[src/rtl/fetch_stage_if.sv]
// fetch_stage_if: control, redirect, imem and IF/ID bundle of the fetch stage
interface fetch_stage_if #(
   parameter int CNT_W = 32
);
   logic             pc_enable;
   logic             IF_ID_enable;
   logic             IF_ID_flush;
   logic             is_taken;
   logic [31:0]      target_E;
   logic [31:0]      imem_addr;
   logic [31:0]      imem_rdata;
   logic [31:0]      pc_F;
   logic [31:0]      instr_D;
   logic [31:0]      pc_D;
   logic [31:0]      pc4_D;
   logic             valid_D;
   logic             misalign_err;
   logic [1:0]       fetch_state;
   logic [CNT_W-1:0] stall_cnt;
   logic [CNT_W-1:0] flush_cnt;
   modport slave (
      input  pc_enable, IF_ID_enable, IF_ID_flush, is_taken, target_E, imem_rdata,
      output imem_addr, pc_F, instr_D, pc_D, pc4_D, valid_D, misalign_err,
             fetch_state, stall_cnt, flush_cnt
   );
   modport master (
      output pc_enable, IF_ID_enable, IF_ID_flush, is_taken, target_E, imem_rdata,
      input  imem_addr, pc_F, instr_D, pc_D, pc4_D, valid_D, misalign_err,
             fetch_state, stall_cnt, flush_cnt
   );
endinterface

[src/rtl/fetch_stage.sv]
// fetch_stage: PC, instruction-memory address, IF/ID register and stall/flush counters
module fetch_stage #(
   parameter logic [31:0] RESET_PC  = 32'h0000_0000,
   parameter logic [31:0] NOP_INSTR = 32'h0000_0013,
   parameter int          CNT_W     = 32
) (
   input logic          clk,
   input logic          rst_n,
   fetch_stage_if.slave bus
);
   typedef enum logic [1:0] {BOOT = 2'd0, RUN = 2'd1, STALL = 2'd2, REDIR = 2'd3} state_t;
   state_t      state, state_nx;
   logic [31:0] pc_nx;
   logic        redir;
   assign redir           = bus.pc_enable & bus.is_taken;
   assign bus.imem_addr   = bus.pc_F;
   assign bus.fetch_state = state;
   // next state and next PC; a redirect without pc_enable is ignored
   always_comb begin
      state_nx = state == BOOT ? RUN : redir ? REDIR : !bus.pc_enable ? STALL : RUN;
      pc_nx    = !bus.pc_enable ? bus.pc_F : redir ? {bus.target_E[31:2], 2'b00} : bus.pc_F + 32'd4;
   end
   // state, PC, IF/ID and counters; BOOT holds everything for its single cycle
   always_ff @(posedge clk) begin
      if (!rst_n) begin
         state            <= BOOT;
         bus.pc_F         <= RESET_PC;
         bus.instr_D      <= NOP_INSTR;
         bus.pc_D         <= '0;
         bus.pc4_D        <= '0;
         bus.valid_D      <= 1'b0;
         bus.misalign_err <= 1'b0;
         bus.stall_cnt    <= '0;
         bus.flush_cnt    <= '0;
      end else begin
         state <= state_nx;
         if (state != BOOT) begin
            bus.pc_F <= pc_nx;
            if (redir && bus.target_E[1:0] != 2'b00) bus.misalign_err <= 1'b1;
            if (bus.IF_ID_flush) begin
               bus.instr_D <= NOP_INSTR;
               bus.pc_D    <= '0;
               bus.pc4_D   <= '0;
               bus.valid_D <= 1'b0;
            end else if (bus.IF_ID_enable) begin
               bus.instr_D <= bus.imem_rdata;
               bus.pc_D    <= bus.pc_F;
               bus.pc4_D   <= bus.pc_F + 32'd4;
               bus.valid_D <= 1'b1;
            end
            if (!bus.pc_enable && bus.stall_cnt != '1) bus.stall_cnt <= bus.stall_cnt + CNT_W'(1);
            if (bus.IF_ID_flush && bus.flush_cnt != '1) bus.flush_cnt <= bus.flush_cnt + CNT_W'(1);
         end
      end
   end
endmodule

[src/flat_wrapper.sv]
// flat-port wrapper written by rule: the top's interface ports become plain ports
module fetch_stage_flat 
#(
   parameter logic [31:0] RESET_PC  = 32'h0000_0000,
   parameter logic [31:0] NOP_INSTR = 32'h0000_0013,
   parameter int          CNT_W     = 32
)
  (clk, rst_n, bus_pc_enable, bus_IF_ID_enable, bus_IF_ID_flush, bus_is_taken, bus_target_E, bus_imem_rdata, bus_imem_addr, bus_pc_F, bus_instr_D, bus_pc_D, bus_pc4_D, bus_valid_D, bus_misalign_err, bus_fetch_state, bus_stall_cnt, bus_flush_cnt);
  fetch_stage_if #(.CNT_W(CNT_W)) bus_i ();
  input logic clk;
  input logic rst_n;
  input wire logic [$bits(bus_i.pc_enable)-1:0] bus_pc_enable;
  input wire logic [$bits(bus_i.IF_ID_enable)-1:0] bus_IF_ID_enable;
  input wire logic [$bits(bus_i.IF_ID_flush)-1:0] bus_IF_ID_flush;
  input wire logic [$bits(bus_i.is_taken)-1:0] bus_is_taken;
  input wire logic [$bits(bus_i.target_E)-1:0] bus_target_E;
  input wire logic [$bits(bus_i.imem_rdata)-1:0] bus_imem_rdata;
  output wire logic [$bits(bus_i.imem_addr)-1:0] bus_imem_addr;
  output wire logic [$bits(bus_i.pc_F)-1:0] bus_pc_F;
  output wire logic [$bits(bus_i.instr_D)-1:0] bus_instr_D;
  output wire logic [$bits(bus_i.pc_D)-1:0] bus_pc_D;
  output wire logic [$bits(bus_i.pc4_D)-1:0] bus_pc4_D;
  output wire logic [$bits(bus_i.valid_D)-1:0] bus_valid_D;
  output wire logic [$bits(bus_i.misalign_err)-1:0] bus_misalign_err;
  output wire logic [$bits(bus_i.fetch_state)-1:0] bus_fetch_state;
  output wire logic [$bits(bus_i.stall_cnt)-1:0] bus_stall_cnt;
  output wire logic [$bits(bus_i.flush_cnt)-1:0] bus_flush_cnt;
  assign bus_i.pc_enable = bus_pc_enable;
  assign bus_i.IF_ID_enable = bus_IF_ID_enable;
  assign bus_i.IF_ID_flush = bus_IF_ID_flush;
  assign bus_i.is_taken = bus_is_taken;
  assign bus_i.target_E = bus_target_E;
  assign bus_i.imem_rdata = bus_imem_rdata;
  assign bus_imem_addr = bus_i.imem_addr;
  assign bus_pc_F = bus_i.pc_F;
  assign bus_instr_D = bus_i.instr_D;
  assign bus_pc_D = bus_i.pc_D;
  assign bus_pc4_D = bus_i.pc4_D;
  assign bus_valid_D = bus_i.valid_D;
  assign bus_misalign_err = bus_i.misalign_err;
  assign bus_fetch_state = bus_i.fetch_state;
  assign bus_stall_cnt = bus_i.stall_cnt;
  assign bus_flush_cnt = bus_i.flush_cnt;
  fetch_stage #(.RESET_PC(RESET_PC), .NOP_INSTR(NOP_INSTR), .CNT_W(CNT_W)) u_core (.clk(clk), .rst_n(rst_n), .bus(bus_i));
endmodule
[config.mk]
export PLATFORM = sky130hd
export DESIGN_NAME = fetch_stage_flat
export DESIGN_NICKNAME = d
export VERILOG_FILES = /design/src/rtl/fetch_stage_if.sv /design/src/rtl/fetch_stage.sv /design/src/flat_wrapper.sv
export SDC_FILE = /design/constraint.sdc
export NUM_CORES = 1
export LEC_CHECK = 0
export CELL_PAD_IN_SITES_DETAIL_PLACEMENT = 1
export CELL_PAD_IN_SITES_GLOBAL_PLACEMENT = 1
export CORE_ASPECT_RATIO = 1.5
export CORE_MARGIN = 3
export CORE_UTILIZATION = 31
export CTS_BUF_LIST = sky130_fd_sc_hd__clkbuf_4
export CTS_CLUSTER_DIAMETER = 80
export CTS_CLUSTER_SIZE = 40
export DETAILED_ROUTE_END_ITERATION = 10
export PLACE_DENSITY = 0.87
export SLEW_MARGIN = 20
export SYNTH_ARGS = -nofsm -noshare
export SYNTH_HDL_FRONTEND = slang
export SYNTH_SLANG_ARGS = --single-unit
[constraint.sdc]
create_clock -name clk -period 2 [get_ports clk]
set_clock_uncertainty 0.05 [all_clocks]
set_input_delay 0.3 -clock clk [delete_from_list [all_inputs] [get_ports clk]]
set_output_delay 0.3 -clock clk [all_outputs]
set_load 0.03 [all_outputs]
[Word-level counts from Yosys, hierarchy flattened]
Index checks and enable logic that the tools add are counted.
Storage, ports and cells
  memories kept: 0
  register bits: 196
  logic and storage cells: 43
  bits of input ports: 70
  RAM bits: 0
  latch bits: 0
  output and inout port bits: 228
  bits in read-only memories: 0
Operators by class
  multiplexer cells: 12
  shifts and indexed selects: 0
  bitwise operators: 2
  $mul: 0
  equal/unequal tests: 2
  magnitude comparators: 0
  divide/modulo/power cells: 0
  reduce and logical (&&, ||, !) cells: 14
  add/sub/neg operators: 3
Operators by type and width (count)
  two-way mux 32 bit: 7
  adder 32 x 1 -> 32 bit (second input constant): 2
  != test 32 bit (second input constant): 2
  adder 32 x 3 -> 32 bit (second input constant): 1
  AND reduction 2 bit: 5
  nonzero test 2 bit: 3
  two-way mux 2 bit: 2
  logical AND 1 bit: 3
  two-way mux 1 bit: 3
  logical NOT 2 bit: 1
  OR reduction 2 bit: 1
  bitwise AND 1 bit: 1
  logical NOT 1 bit: 1
  inverter 1 bit: 1

[Logic depth before layout (Yosys ltp)]
Gate-level depths: netlist (run 1).
  depth in word-level cells: 3
  depth in mapped cells: 8

[Least setup slack after synthesis (run 1)]
OpenSTA, ideal clock, no wires.
  path kind: register to register
  start: register u_core.bus.flush_cnt[8] (netlist bit)
  end: register u_core.bus.flush_cnt[27] (netlist bit)
  library setup time: 0.070 ns
  path slack: -0.367 ns
  required time: 1.880 ns
  clock period less this slack: 2.367 ns
  cell stages (with the launch flop): 7
  data arrival time: 2.247 ns
  cells stage by stage: dfxtp_1 -> and4_4 -> nand4_4 -> or4_1 -> buf_2 -> or4_1 -> a21oi_1
Between the ends
  cells in the longest elaborated chain, start to end: 3
Ends and longest elaborated chain
  start, declared: line fetch_stage_if.sv:24  | fetch_state, stall_cnt, flush_cnt
  start signal, assigned: line fetch_stage.sv:52  | if (bus.IF_ID_flush && bus.flush_cnt != '1) bus.flush_cnt <= bus.flush_cnt + CNT_W'(1);
  branches (longest 3 deep; another with adder 32 x 1 -> 32 bit)
Several ways; the timed one is not identified.
A chain may end at the register's enable or synchronous reset.

[Worst setup path in the final report (run 1)]
  start: register u_core.bus.stall_cnt[4] (netlist bit)
  end: register u_core.bus.stall_cnt[27] (netlist bit)
Between the ends
  cells in the longest elaborated chain, start to end: 3
Ends and longest elaborated chain
  start, declared: line fetch_stage_if.sv:24
  start signal, assigned: line fetch_stage.sv:51  | if (!bus.pc_enable && bus.stall_cnt != '1) bus.stall_cnt <= bus.stall_cnt + CNT_W'(1);
  branches (longest 3 deep; another with adder 32 x 1 -> 32 bit)
Several ways; the timed one is not identified.

==> impl_results.md, run 1 <==
* WHS at 160.4 ps
* DR vias at 10,230
* Crit share post-route at 109.6%
* Seq/Total Area, Yosys at 43.02%
* Fin worst setup slack at -192.5 ps
* Grt met1 use at 24.74%
* Placer Congestion at 0.8976
* Clk_lat worst skew at 680 ps
* Synth async-reset ratio at 0%
* Port bufs at 293
* Tot GR Track Use at 23.98%
* Die W at 144.3 um
* Pre-Repair DR Iteration Count at 5
* R2R Path Start: u_core.bus.stall_cnt[4]$_SDFFE_PN0P_
* WS Path Type: flop to flop
* Worst-path cell chain: nand4_1, buf_4, nor4_2, buf_4, nand4_1, or4_4, a21oi_2
* Area Growth Syn to Fin at 54.67%
* Clk buf depth at 2
* Startpoint types: flop
* Nets at 1,507
* Primary FF master, synth: dfxtp_1
* Initial antenna violation count at 2
* Violated checks: setup timing
* Dpl ws at -421.0 ps
* Cell count after synthesis at 1,060
* Max-cap check violation count at 0
* Routed WL at 40,200 um
* Gr ovfl total at 0
* Via density at 5.697
* # fillers at 3,278
* Grt met3 use at 3.994%
* Max frequency at 0.4561 GHz
* Ranking of synthesized cells by area: dfxtp_1 43%, a22oi_1 5.5%, nor2_1 4.6%, a21oi_1 3.7%, nand2_1 3.7%
* Pwr dens at 542.8 mW/mm^2
* Grt met2 use at 45.29%
* Levels on crit path at 7
* Largest net degree at the start of global routing at 69
* Crit-path slowest cell: or4_4
* CP Data Arrival Time at 2740 ps
* CP startpoint: u_core.bus.stall_cnt[4]$_SDFFE_PN0P_
* Most frequent cells in the layout: 155 x buf_4, 154 x dlygate4sd2_1, 121 x dfxtp_1, 107 x nor2_1, 85 x nand2_1
* Hold crit path type: input port to flop
* First-pass GRT wire length at 57,810 um
* Hpwl dp at 27,790 um
* GRT busiest layer: met2
* Crit path max-delay family: simple AND/OR/NAND/NOR gates
* Vias in the first global route at 10,580
* CP peak stage delay at 510 ps
* Dpl cell area at 0.01310 mm^2
* Mapped Avg Cell Area at 8.385 um^2
* Clock root cell: clkbuf_4
* Worst Path Buf+Inv at 2
* Syn. warnings at 0
* CP endpoint kind: flop
* # setup viols final at 19
* Final core utilization at 48.84%
* Worst R2R End: u_core.bus.stall_cnt[27]$_SDFFE_PN0P_
* Distinct cell type count after synthesis at 61
* Die height at 213.4 um
* First DRT Iteration DRCs at 458
* Status: complete, but fails checks
* Reg2Reg Depth at 7
* RSZ-0062 raised after global routing: yes
* Ratio of cells with drive above 1 in the final layout at 27.78%
* Commonest non-fill, non-tap cell in the layout: buf_4
* Worst vdd ir at 351.5 uV
* Total CTS buffers at 17
* CTS tree: yes
* Flop2flop setup slack at -190 ps
* Critical Path RT at 2550 ps
* Top Ports at 298
* Final Hold Viols at 0
* H-tree depth at 4
* CTS Sinks at 191
* Pleak at 0.005698 uW
* DR WL/cell at 22.38 um
* Yosys top cell area share at 43.02%
* Synthesized area at 0.008889 mm^2
* Max-slew violations at 0
* Floorplan Core Area at 0.02815 mm^2
* Crit path time final at 2192 ps
* Post-route ant nets at 0
* Clock-pin transition on the worst setup and hold timing paths at 190 ps
* Num rows at 75
* CP endpoint: u_core.bus.stall_cnt[27]$_SDFFE_PN0P_
* Drt drc at 0
* CP Max Fanout at 6
* Post-synth EDFFs at 0
* Final cell count without fillers at 1,796
* Cell taking the most area after synthesis: dfxtp_1
* Placed Instances at 1,726
* Starting Density at 31.57%
* Register bit total from synthesis at 191
* Post-route cell area at 0.01375 mm^2
* Full die area at 0.03078 mm^2
==> worst min path at each step <==
stage	start	end	slack, ps	cells after the start
floorplan	bus_pc_enable	u_core.bus.fetch_state[1]$_SDFF_PP0_	350	1
global placement	u_core.bus.pc4_D[31]$_SDFFE_PN0P_	u_core.bus.pc4_D[31]$_SDFFE_PN0P_	380	2
detailed placement	u_core.bus.pc4_D[23]$_SDFFE_PN0P_	u_core.bus.pc4_D[23]$_SDFFE_PN0P_	410	2
CTS	bus_imem_rdata[0]	u_core.bus.instr_D[0]$_SDFFE_PN1P_	120	3
global route	bus_imem_rdata[0]	u_core.bus.instr_D[0]$_SDFFE_PN1P_	130	3
finish	bus_imem_rdata[0]	u_core.bus.instr_D[0]$_SDFFE_PN1P_	160	3
==> kinds of logic (layout without fill, tap and decap cells) <==
group | after synthesis | after routing | share of synthesized area, %
buffers and inverters | 132 | 516 | 7.306
DFF | 191 | 191 | 43.02
adders and majority gates | 3 | 3 | 0.4223
other | 1 | 7 | 0.04219
xor gates and xnor gates | 35 | 35 | 3.449
and+or+nand+nor | 404 | 404 | 23.58
AOI/OAI and AO/OA | 284 | 284 | 21.06
muxes | 10 | 10 | 1.126
==> layer usage <==
metal | up-vias | wire length [um] | part of all wire (%)
met3 | 126 | 1758 | 4.4
met2 | 399 | 22020 | 55
li1 | 4589 | - | -
met5 | - | 0 | 0
met4 | 0 | 2085 | 5.2
met1 | 5117 | 14330 | 36
==> area by class of cell <==
| type | instances | area (um^2) | area share (%) |
|---|---|---|---|
| Clock inverter | 14 | 166.4 | 1.210 |
| Tap cell | 346 | 432.9 | 3.149 |
| Inverter | 12 | 47.55 | 0.3458 |
| Multi-Input combinational cell | 740 | 4795 | 34.87 |
| Timing Repair Buffer | 472 | 4188 | 30.46 |
| Sequential cell | 191 | 3976 | 28.92 |
| Clock buffer | 18 | 135.1 | 0.9829 |
| Antenna cell | 3 | 7.507 | 0.05460 |
==> metrics by stage <==
step                      power [uW]  setup TNS (ps)
final                           7462          -672.5
after floorplan                 4604           -1213
after global placement          5188           -4321
after CTS                       7504          -37.44
after global routing            7751           -4908
after detailed placement        5222           -7782
==> synthesized netlist by cell type (all sizes together), types with 22 or more instances <==
cell    number
or3         24
o31ai       28
clkbuf      67
nor4        22
nand2       88
buf         53
o21ai       58
nand3       42
dfxtp      191
or4         28
a22oi       65
a21oi       66
nor2       109
nand4       30
==> state kept, by name, summed over array words and instances, names as in the netlist <==
name,cells
u_core.bus.pc4_D,31
u_core.bus.fetch_state,2
u_core.bus.instr_D,32
u_core.bus.flush_cnt,32
u_core.bus.pc_D,30
u_core.bus.valid_D,1
u_core.bus.misalign_err,1
u_core.bus.stall_cnt,32
u_core.bus.imem_addr,30
==> worst register-to-register path, cell delays in order (launching register included) <==
cell     delay, ps
dfxtp_2        420
nand4_1        230
buf_4          230
nor4_2         130
buf_4          180
nand4_1        240
or4_4          510
a21oi_2        140
==> repair_timing <==
item | 4_1_cts | 5_1_grt
gates cloned | 0 | 4
gates resized for setup | 308 | 119
setup buffers | 14 | 17
hold buffers | 1 | 0
endpoints found under the setup margin | 248 | 115
hold endpoints to repair | 7 | 0
pin swaps | 9 | 33
==> power breakdown <==
part / switching (uW) / total (uW) / internal (uW)
Sequential: 59.1 / 3910 / 3850
Combinational: 731 / 1200 / 468
Clock: 1470 / 2350 / 881
(Power assumes the default switching activity.)
==> inputs of run 2 (changes only) <==
--- a/config.mk
+++ b/config.mk
@@ -14,7 +14,7 @@
 export CTS_CLUSTER_DIAMETER = 80
 export CTS_CLUSTER_SIZE = 40
 export DETAILED_ROUTE_END_ITERATION = 10
-export PLACE_DENSITY = 0.87
+export PLACE_DENSITY = 0.9
 export SLEW_MARGIN = 20
 export SYNTH_ARGS = -nofsm -noshare
 export SYNTH_HDL_FRONTEND = slang
==> impl_results.md, run 2 (synthesis gave the netlist of run 1 again) <==
* Full die area at 0.03078 mm^2
* Biggest registers after layout: u_core.bus.flush_cnt: 32 flops, u_core.bus.instr_D: 32 flops, u_core.bus.stall_cnt: 32 flops
* Via density at 5.621
* Dpl cell area at 0.01306 mm^2
* DR WL/cell at 22.06 um
* Pleak at 0.005618 uW
* Most frequent cells in the layout: 155 x dlygate4sd2_1, 142 x buf_4, 115 x dfxtp_1, 108 x nor2_1, 87 x nand2_1
* Gr ovfl total at 0
* Clock-pin transition on the worst setup and hold timing paths at 180 ps
* Post-route ant nets at 0
* CP Data Arrival Time at 2720 ps
* Crit-path slowest cell: or4_1
* Port bufs at 293
* Nets at 1,488
* Tot GR Track Use at 23.21%
* H-tree depth at 4
* Pwr dens at 565.6 mW/mm^2
* Num rows at 75
* First DRT Iteration DRCs at 572
* RSZ-0062 raised after global routing: yes
* Clock root cell: clkbuf_4
* Status: complete, but fails checks
* Clk_lat worst skew at 670 ps
* Worst vdd ir at 338.1 uV
* Vias in the first global route at 10,130
* Overall Power at 7670 uW
* Max-slew violations at 0
* Power share of the combinational group at 15.3%
* Switching power at 2230 uW
* Critical Path RT at 2530 ps
* Hpwl dp at 27,470 um
* CP endpoint kind: flop
* Area Growth Syn to Fin at 52.58%
* Drt drc at 0
* Sw Ratio at 29.07%
* Starting Density at 31.57%
* Crit share post-route at 109.4%
* Post-route cell area at 0.01356 mm^2
* Violated checks: setup timing
* Fin worst setup slack at -187.5 ps
* CP peak stage delay at 530 ps
* WS Path Type: flop to flop
* Clock Power Share at 33.7%
* # fillers at 3,311
* Largest net degree at the start of global routing at 78
* Total CTS buffers at 17
* Initial antenna violation count at 4
* First-pass GRT wire length at 56,240 um
* Register area at 0.003976 mm^2
* Area of the multi-input gates at 0.004775 mm^2
* Most used cell, CP: buf_4
* Max-cap check violation count at 0
* Ratio of cells with drive above 1 in the final layout at 27.10%
* Final Hold Viols at 0
* CP Max Fanout at 20
* Part of the power in registers at 51.0%
* DR vias at 9,989
* Die W at 144.3 um
* CTS tree: yes
* Top Ports at 298
* Placer Congestion at 0.9276
* Hold crit path type: input port to flop
* Worst-Margin Slew at 552.9 ps
* Worst Path Buf+Inv at 3
* Startpoint types: flop
* Crit path max-delay family: simple AND/OR/NAND/NOR gates
* Commonest non-fill, non-tap cell in the layout: dlygate4sd2_1
* Crit path time final at 2188 ps
* Int Power at 5440 uW
* CTS Sinks at 191
* Pre-Repair DR Iteration Count at 5
* Flop2flop setup slack at -190 ps
* Floorplan Core Area at 0.02815 mm^2
* Routed WL at 39,200 um
* Clk buf depth at 2
* Die height at 213.4 um
* # setup viols final at 21
* Worst-path cell chain: ha_2, buf_4, nand4_1, nor4_4, buf_4, buf_12, or4_1, a21oi_1
* Max frequency at 0.4571 GHz
* Relative slew slack at 63.14%
-- run 2: layer usage --
layer / GRT usage, % / vias up / part of all wire [%]
li1: - / 4542 / -
met1: 24.94 / 4968 / 37
met2: 42.91 / 368 / 54
met3: 4.418 / 109 / 4.6
met4: 11.49 / 2 / 4.6
met5: 0 / - / 0.033
-- run 2: what timing repair did --
item,CTS,global route
pin swaps,7,22
gates cloned,0,2
setup buffers,6,13
resized for setup,297,120
endpoints found under the setup margin,238,102
hold buffers,0,0
-- run 2: per-stage QoR --
step | hold slack [ps] | instances | setup TNS [ps] | worst slack (ps) | util (%)
CTS | 46.47 | 1759 | -66.01 | -32.55 | 47.29
detailed placement | 392.0 | 1721 | -9756 | -404.9 | 46.38
floorplan | 345.5 | 1063 | -1213 | -146.8 | -
finish | 93.92 | 1777 | -997.5 | -187.5 | 48.17
global route | 33.85 | 1777 | -4010 | -239.7 | 48.17
global placement | 385.6 | 1721 | -6397 | -307.8 | 46.38
-- run 2: worst register-to-register path, cell delays in order, from the launching register on --
cell	delay [ps]
dfxtp_4	400
ha_2	190
buf_4	150
nand4_1	160
nor4_4	50
buf_4	160
buf_12	150
or4_1	540
a21oi_1	240
-- run 2: final cells by class --
class | count | area share, %
Multi-Input combinational cell | 740 | 35.21
Sequential cell | 191 | 29.32
Timing Repair Buffer | 453 | 29.30
Tap cell | 346 | 3.192
Clock inverter | 14 | 1.578
Clock buffer | 18 | 0.9964
Inverter | 12 | 0.3506
Antenna cell | 3 | 0.05536
-- run 2: final timing paths --
kind | from | endpoint | depth (start not counted)
worst min-delay path | rst_n | u_core.bus.imem_addr[5]$_SDFFE_PN0N_ | 2
worst min register to register | u_core.bus.pc4_D[13]$_SDFFE_PN0P_ | u_core.bus.pc4_D[13]$_SDFFE_PN0P_ | 2
worst max-delay path | u_core.bus.stall_cnt[0]$_SDFFE_PN0P_ | u_core.bus.stall_cnt[12]$_SDFFE_PN0P_ | 8
worst max register to register | u_core.bus.stall_cnt[0]$_SDFFE_PN0P_ | u_core.bus.stall_cnt[12]$_SDFFE_PN0P_ | 8
-- run 2: power groups by stage --
stage	Clock [uW]	Sequential (uW)	Combinational (uW)
finish	2580	3910	1170
global route	2790	3920	1250
CTS	2640	3910	1160
detailed placement	0	4000	1210
global placement	0	3990	1180
floorplan	0	4130	473
==> inputs of run 3 (changes only) <==
--- a/config.mk
+++ b/config.mk
@@ -9,13 +9,14 @@
 export CELL_PAD_IN_SITES_GLOBAL_PLACEMENT = 1
 export CORE_ASPECT_RATIO = 1.5
 export CORE_MARGIN = 3
-export CORE_UTILIZATION = 31
+export CORE_UTILIZATION = 34
 export CTS_BUF_LIST = sky130_fd_sc_hd__clkbuf_4
 export CTS_CLUSTER_DIAMETER = 80
 export CTS_CLUSTER_SIZE = 40
 export DETAILED_ROUTE_END_ITERATION = 10
-export PLACE_DENSITY = 0.9
+export PLACE_DENSITY = 0.93
 export SLEW_MARGIN = 20
 export SYNTH_ARGS = -nofsm -noshare
 export SYNTH_HDL_FRONTEND = slang
 export SYNTH_SLANG_ARGS = --single-unit
+export TNS_END_PERCENT = 20
==> constraint.sdc (replaced) <==
create_clock -name clk -period 2.2 [get_ports clk]
set_clock_uncertainty 0.05 [all_clocks]
set_input_delay 0.33 -clock clk [delete_from_list [all_inputs] [get_ports clk]]
set_output_delay 0.33 -clock clk [all_outputs]
set_load 0.03 [all_outputs]
==> impl_results.md, run 3 (synthesis gave the netlist of run 1 again) <==
* Status: complete, but fails checks
* Violated checks: setup timing
* Gr ovfl total at 0
* Post-route cell area at 0.01293 mm^2
* CTS Sinks at 191
* Floorplan Core Area at 0.02541 mm^2
* Commonest non-fill, non-tap cell in the layout: clkdlybuf4s50_1
* Hold crit path type: input port to flop
* Worst-Margin Slew at 522.7 ps
* Largest net degree at the start of global routing at 72
* Post-route ant nets at 0
* RSZ-0062 raised after global routing: yes
* Crit path time final at 2208 ps
* # setup viols final at 2
* Starting Density at 34.98%
* Port bufs at 293
* Routed WL at 36,830 um
* Ratio of cells with drive above 1 in the final layout at 15.13%
* Pleak at 0.005162 uW
* Max-slew violations at 0
* Clock-pin transition on the worst setup and hold timing paths at 160 ps
* Num rows at 71
* Grt met3 use at 4.448%
* Total CTS buffers at 17
* Relative slew slack at 64.83%
* Final Hold Viols at 0
* Max-cap check violation count at 0
* GRT busiest layer: met2
* Critical Path RT at 2670 ps
* Full die area at 0.02816 mm^2
* CP Data Arrival Time at 2680 ps
* Dpl ws at -247.7 ps
* Top Ports at 298
* Vias in the first global route at 10,310
* Most frequent cells in the layout: 172 x clkdlybuf4s50_1, 164 x dfxtp_1, 108 x nor2_1, 104 x dlygate4sd2_1, 104 x buf_4
* WHS Path Cells at 3
* Worst vdd ir at 338.3 uV
* Fin worst setup slack at -8.157 ps
* Tot GR Track Use at 24.93%
* Via density at 5.768
* Nets at 1,441
* Pre-Repair DR Iteration Count at 5
* Final core utilization at 50.88%
* WS Path Type: flop to flop
* First DRT Iteration DRCs at 666
* Placer Congestion at 0.9389
* DR WL/cell at 21.54 um
* Dpl cell area at 0.01262 mm^2
* Clk buf depth at 2
* CTS Hold Buffers Added at 0
* H-tree depth at 4
* Grt met2 use at 47.50%
* Setup TNS at -10.54 ps
* Startpoint types: flop
* Clk_lat worst skew at 610 ps
* CP Max Fanout at 12
* CTS tree: yes
* First-pass GRT wire length at 57,450 um
* Hpwl dp at 26,460 um
* Area Growth Syn to Fin at 45.44%
* Grt met1 use at 27.09%
* Die height at 204.0 um
* Biggest registers after layout: u_core.bus.flush_cnt: 32 flops, u_core.bus.instr_D: 32 flops, u_core.bus.stall_cnt: 32 flops
* Crit share post-route at 100.4%
* DR vias at 9,863
* CP endpoint kind: flop
* Max frequency at 0.4529 GHz
* Pwr dens at 518.4 mW/mm^2
* Clock root cell: clkbuf_4
* Initial antenna violation count at 2
* Reg2Reg Depth at 7
* Drt drc at 0
* Die W at 138.0 um
-- run 3: cell count changes in the layout (fill, tap and decap cells not counted), sizes merged --
cell / change
clkdlybuf4s50: +104
dlygate4sd2: -51
buf: -48
clkdlybuf4s15: -39
clkbuf: -28
dlymetal6s2s: +16
bufinv: -2
diode: -2
inv: +1
-- run 3: critical path, stage by stage, from the launching register on --
cell,delay [ps]
dfxtp_1,450
nand4_1,180
buf_4,190
or3_1,390
nor4_2,280
buf_6,210
o21ai_0,160
a21oi_1,210
-- run 3: worst paths after layout --
path,to,slack [ps],from
worst max-delay path,u_core.bus.flush_cnt[5]$_SDFFE_PN0P_,-8,u_core.bus.flush_cnt[19]$_SDFFE_PN0P_
worst min-delay path,u_core.bus.stall_cnt[10]$_SDFFE_PN0P_,150,rst_n
worst max register to register,u_core.bus.flush_cnt[5]$_SDFFE_PN0P_,-8,u_core.bus.flush_cnt[19]$_SDFFE_PN0P_
worst min register to register,u_core.bus.pc4_D[31]$_SDFFE_PN0P_,410,u_core.bus.pc4_D[31]$_SDFFE_PN0P_
-- run 3: routing by layer --
layer	wire (um)	vias to the layer above	share of wire, %
met2	20060	381	54
met4	1345	2	3.7
met5	8	-	0.022
met1	13610	4938	37
met3	1811	84	4.9
li1	-	4458	-
-- run 3: report_power, final --
part	internal, uW	switching [uW]
Sequential	3520	60.4
Combinational	398	629
Clock	818	1280
-- run 3: timing repair --
item,in CTS,in global routing
gates cloned,0,1
setup endpoints to repair,108,41
gates resized for setup,108,32
pin swaps,0,2
buffers inserted,0,2
-- run 3: final cells by class --
class / instances / area [um^2]
Clock buffer: 19 / 142.6
Tap cell: 328 / 410.4
Multi-Input combinational cell: 740 / 4513
Antenna cell: 1 / 2.502
Sequential cell: 191 / 3875
Fill cell: 3003 / 12480
Clock inverter: 13 / 161.4
Timing Repair Buffer: 406 / 3775
Inverter: 12 / 47.55
-- run 3: through the flow --
| step | hold slack [ps] | power [uW] | cells |
|---|---|---|---|
| floorplan | 375.5 | 4190 | 1063 |
| global placement | 386.7 | 4675 | 1674 |
| detailed placement | 396.1 | 4706 | 1674 |
| CTS | 76.79 | 6762 | 1706 |
| global route | 99.52 | 6962 | 1710 |
| finish | 145.9 | 6702 | 1710 |
